$ cat src/rtl/fp_recip_result_buf.sv
// fp_recip_result_buf: result collector behind the pipelined FP reciprocal unit.
// Captures {z, status, arrive_id} on every push_out_n==0 into a small
// first-word-fall-through FIFO, throttles the pipeline with a registered
// accept_n, and presents the head entry over a valid/ready interface.
// Optional build macro FP_RECIP_RBUF_ID_CHECK_EN enables the sticky
// arrive_id sequence checker driving id_err; otherwise id_err is tied low.
module fp_recip_result_buf #(
    parameter int SIG_WIDTH = 23,
    parameter int EXP_WIDTH = 8,
    parameter int ID_WIDTH  = 8,
    parameter int DEPTH     = 4,
    parameter int SLACK     = 1
) (
    input  logic                               clk,
    input  logic                               rst,
    input  logic                               flush,
    input  logic                               push_out_n,
    input  logic [SIG_WIDTH+EXP_WIDTH:0]       z,
    input  logic [7:0]                         status,
    input  logic [ID_WIDTH-1:0]                arrive_id,
    output logic                               accept_n,
    output logic                               out_valid,
    input  logic                               out_ready,
    output logic [SIG_WIDTH+EXP_WIDTH:0]       out_z,
    output logic [7:0]                         out_status,
    output logic [ID_WIDTH-1:0]                out_id,
    output logic [$clog2(DEPTH):0]             count,
    output logic                               ovf,
    output logic                               id_err
);

    localparam int ZW = SIG_WIDTH + EXP_WIDTH + 1;
    localparam int EW = ZW + 8 + ID_WIDTH;
    localparam int AW = $clog2(DEPTH);
    localparam int PW = AW + 1;

    // Storage and control state; pointers carry a wrap bit so full != empty.
    logic [EW-1:0] mem_q [DEPTH];
    logic [PW-1:0] wr_q, wr_d;
    logic [PW-1:0] rd_q, rd_d;
    logic [PW-1:0] count_d;
    logic          ovf_q, ovf_d;
    logic          acc_q, acc_d;
    logic          push_req, pop, push_ok, drop, full;
    logic [EW-1:0] head;

    assign count     = wr_q - rd_q;
    assign out_valid = (count != '0);
    assign full      = (count == PW'(DEPTH));
    assign accept_n  = acc_q;
    assign ovf       = ovf_q;

    assign head       = mem_q[rd_q[AW-1:0]];
    assign out_z      = head[EW-1 -: ZW];
    assign out_status = head[ID_WIDTH +: 8];
    assign out_id     = head[ID_WIDTH-1:0];

    // Next-state: a push into a full FIFO is only taken when the head leaves
    // in the same cycle; flush overrides any same-cycle push or pop.
    always_comb begin
        push_req = ~push_out_n;
        pop      = out_valid & out_ready;
        push_ok  = push_req & (~full | pop);
        drop     = push_req & full & ~pop;
        wr_d     = wr_q + PW'(push_ok);
        rd_d     = rd_q + PW'(pop);
        ovf_d    = ovf_q | drop;
        if (flush) begin
            wr_d  = '0;
            rd_d  = '0;
            ovf_d = 1'b0;
        end
        count_d = wr_d - rd_d;
        acc_d   = (count_d >= PW'(DEPTH - SLACK));
    end

    // Control registers: pointers, sticky overflow and back-pressure.
    always_ff @(posedge clk or posedge rst) begin
        if (rst) begin
            wr_q  <= '0;
            rd_q  <= '0;
            ovf_q <= 1'b0;
            acc_q <= 1'b0;
        end else begin
            wr_q  <= wr_d;
            rd_q  <= rd_d;
            ovf_q <= ovf_d;
            acc_q <= acc_d;
        end
    end

    // Entry storage; cleared on reset so the head outputs are never X.
    always_ff @(posedge clk or posedge rst) begin
        if (rst) begin
            for (int i = 0; i < DEPTH; i++) mem_q[i] <= '0;
        end else if (!flush && push_ok) begin
            mem_q[wr_q[AW-1:0]] <= {z, status, arrive_id};
        end
    end

`ifdef FP_RECIP_RBUF_ID_CHECK_EN
    logic [ID_WIDTH-1:0] exp_id_q;
    logic                id_err_q;

    // ID sequence check: resync the expectation on every stored push so a
    // single gap flags once; dropped or flushed pushes leave it untouched.
    always_ff @(posedge clk or posedge rst) begin
        if (rst) begin
            exp_id_q <= '0;
            id_err_q <= 1'b0;
        end else if (!flush && push_ok) begin
            exp_id_q <= arrive_id + 1'b1;
            if (arrive_id != exp_id_q) id_err_q <= 1'b1;
        end
    end

    assign id_err = id_err_q;
`else
    assign id_err = 1'b0;
`endif

endmodule

$ cat config.mk
export PLATFORM = sky130hd
export DESIGN_NAME = fp_recip_result_buf
export DESIGN_NICKNAME = d
export VERILOG_FILES = /design/src/rtl/fp_recip_result_buf.sv
export SDC_FILE = /design/constraint.sdc
export NUM_CORES = 1
export LEC_CHECK = 0
export CAP_MARGIN = 25
export CORE_MARGIN = 4
export CORE_UTILIZATION = 34
export DETAILED_ROUTE_END_ITERATION = 16
export PLACE_DENSITY = 0.65
export SLEW_MARGIN = 0
export SYNTH_ARGS = -nofsm -noshare
export SYNTH_HDL_FRONTEND = slang
export SYNTH_SLANG_ARGS = --single-unit
$ cat constraint.sdc
create_clock -name clk -period 14.9 [get_ports clk]
set_clock_uncertainty 0.2 [all_clocks]
set_input_delay 1.49 -clock clk [delete_from_list [all_inputs] [get_ports clk]]
set_output_delay 1.49 -clock clk [all_outputs]
set_load 0.01 [all_outputs]
==> results.tsv <==
metric	value	unit
Placed Instances	922	
Synth-to-Final Area Change	20.56	%
Avg Cell Area, Syn	17.42	sq um
CP startpoint kind	flip-flop	
core area	0.02547	sq mm
initial antenna violation count	1	
switching share of total power	29.26	%
Post-synth ARST share	100.0	%
layout cells sized above 1	30.93	%
synthesis-stage register bit count	200	
final hold viol count	0	
Num CTS Buffers	17	
Syn Std Cell Area	0.008901	sq mm
antenna-violating nets left	0	
most used standard cell by instance count after synthesis	dfrtp_1	
die height	169.8	um
Max-slew headroom	44.41	%
placed inst area	0.01016	sq mm
Post-Syn Nets	572	
Initial Utilization	34.94	%
CTS root buf	clkbuf_16	
drt wl/cell	19.65	um
post-cts resize count	0	
CP max stage delay	800	ps
combinational share of power	36.4	%
Warnings, synthesis	0	
Worst setup EP type	output port	
multi-input gate area in the final layout	0.003590	sq mm
pre-CTS setup slack	10120	ps
Reg power frac	42.8	%
Global Route Usage Sum	13.59	%
Clock transition at path regs	80	ps
Max Cap Viol	0	
IO buf count	106	
Hold Buf Count CTS	0	
share of the synthesized area in the top cell type	56.23	%
FF-to-FF Start	rd_q[0]	
Psw	0.6087	mW
Min Hold Slack	286.8	ps
Critical Path RT	13210	ps
Hold Path Class	reg2reg	
dominant synthesized flop cell	dfrtp_1	
Leak	4.609	nW
CP Cell Sequence	buf_4 > mux4_2 > clkdlybuf4s50_1	
Antenna Cells	0	
Fin Setup TNS	0	ps
clock latency on the worst-skew pair	420	ps
crit-path max FO	26	
Final HPWL DP	11.86	mm
fin worst setup slack	10260	ps
Congestion Overflow GR	0	
Rows	58	
clock buffer depth	2	
Final period util	31.12	%
CP Data Arrival Time	2950	ps
Worst Min Path Start	mem_q[48]	
CTS tree	done	
die area	0.02883	sq mm
Final GP Congestion	0.7096	
via count	4736	
CP max-delay cell	dfrtp_4	
Clock Power Share	20.8	%
Pint	1.471	mW
fmax	215.6	MHz
setup bufs post-CTS	0	
Final min period	4637	ps
first-pass GRT wire length	30.46	mm
fin cells	954	
routed wire length	18.74	mm
Die Span X	169.8	um
nets	673	
Seq/Total Area, Yosys	56.23	%
status	completed	
Setup CP Type	reg2out	
Post-synth top cells	dfrtp_1, mux2_2, mux2_1	
vias in the first global route	5529	
iteration-0 DRC count of the detailed router	196	
Post-synth EDFFs	0	
post-layout instance area	0.01073	sq mm
largest net degree at the start of global routing	115	
Final setup viols	0	
RSZ-0062 raised after global routing	no	
synth top area cells	dfrtp_1, mux2_2, mux4_2, mux2_1, buf_8	
Unique masters post-synth	25	
pwr dens	193.8	mW/mm^2
Tightest Pin Transition	833.9	ps
Post-route DRC	0	
post-synthesis instance total	511	
Detailed Routing Iterations Pass 1	3	
number of top-level pins	108	
peak supply drop	0.06737	mV
H-tree levels	4	
Storage cell area	0.005010	sq mm
fillcell total	2241	
Max Slew Vio Count	0	
Vias/cell	4.964	
clk sink count	200	
CP startpoint	rd_q[0]	
area leader, netlist	dfrtp_1	
[area by class of cell]
| cell class | count | share of cell area [%] |
|---|---|---|
| sequential | 200 | 46.68 |
| clock buffer | 17 | 3.964 |
| timing repair buffer | 114 | 10.63 |
| clock inverter | 14 | 1.073 |
| inverter | 8 | 0.3498 |
| multi-input combinational | 271 | 33.45 |
| tap | 330 | 3.848 |
[cells by family (layout without fill, tap and decap cells)]
kind of cell             count (synthesis)  in the layout  synth area share, %
AND/OR/NAND/NOR                         16             16                1.687
adder cells (fa/ha/maj)                  8              8                1.293
other                                    1              1              0.04213
AO/OA/AOI/OAI                            2              2               0.1686
XOR/XNOR                                 4              4               0.7028
buffers and inverters                   40            153                3.444
multiplexers                           240            240                36.44
flip-flops                             200            200                56.23
[registers in the layout, indices dropped and copies added (netlist names)]
register  flops
mem_q       192
rd_q          3
wr_q          3
accept_n      1
ovf           1
[per-stage QoR]
stage	total power [mW]	util [%]
2_1_floorplan	1.332	-
3_3_place_gp	1.631	39.90
3_5_place_dp	1.677	39.90
4_1_cts	2.118	42.02
5_1_grt	2.209	42.13
6_report	2.080	42.13
[layout by cell type, fill, tap and decap left out, drive strengths merged]
| master | instances |
|---|---|
| buf | 8 |
| or4 | 1 |
| mux2 | 192 |
| dfrtp | 200 |
| conb | 1 |
| xnor2 | 2 |
| clkinvlp | 3 |
| nor2 | 4 |
| nand4 | 4 |
| clkbuf | 17 |
| and2 | 1 |
| nand2b | 1 |
| inv | 15 |
| nand3 | 1 |
| ha | 6 |
| xnor3 | 2 |
| o21ba | 1 |
| mux4 | 48 |
| o21ai | 1 |
| nor2b | 4 |
| clkinv | 4 |
| clkdlybuf4s50 | 106 |
| fa | 2 |
[routing by layer]
| layer | part of all wire, % | track usage [%] | vias up | wire length (um) |
|---|---|---|---|---|
| li1 | - | - | 2094 | - |
| met4 | 1.3 | 3.640 | 2 | 253 |
| met1 | 41 | 15.86 | 2551 | 7747 |
| met3 | 4.0 | 3.727 | 18 | 758 |
| met5 | 0.11 | 0 | - | 20 |
| met2 | 53 | 24.63 | 71 | 9963 |
[worst max-delay path, delay by kind of cell, from the launching register on]
family | cells | cell delay (ps)
buffers and inverters | 2 | 1070
DFF | 1 | 800
muxes | 1 | 610
[worst paths after layout]
path	endpoint	slack (ps)	cells after the start
max in group asynchronous	mem_q[162]	11950	4
worst max register to register	accept_n	10450	12
worst min register to register	mem_q[48]	290	1
worst max-delay path	out_z[15]	10260	3
worst min-delay path	mem_q[48]	290	1
min in group asynchronous	mem_q[94]	1350	2
[power by group through the flow]
stage               Combinational [mW]  Clock, mW  Sequential, mW
global route                     0.819      0.470           0.920
floorplan                        0.481          0           0.851
CTS                              0.775      0.448           0.895
global placement                 0.752          0           0.879
finish                           0.757      0.432           0.891
detailed placement               0.771          0           0.907
No activity file was read; power rests on OpenSTA's default activity.
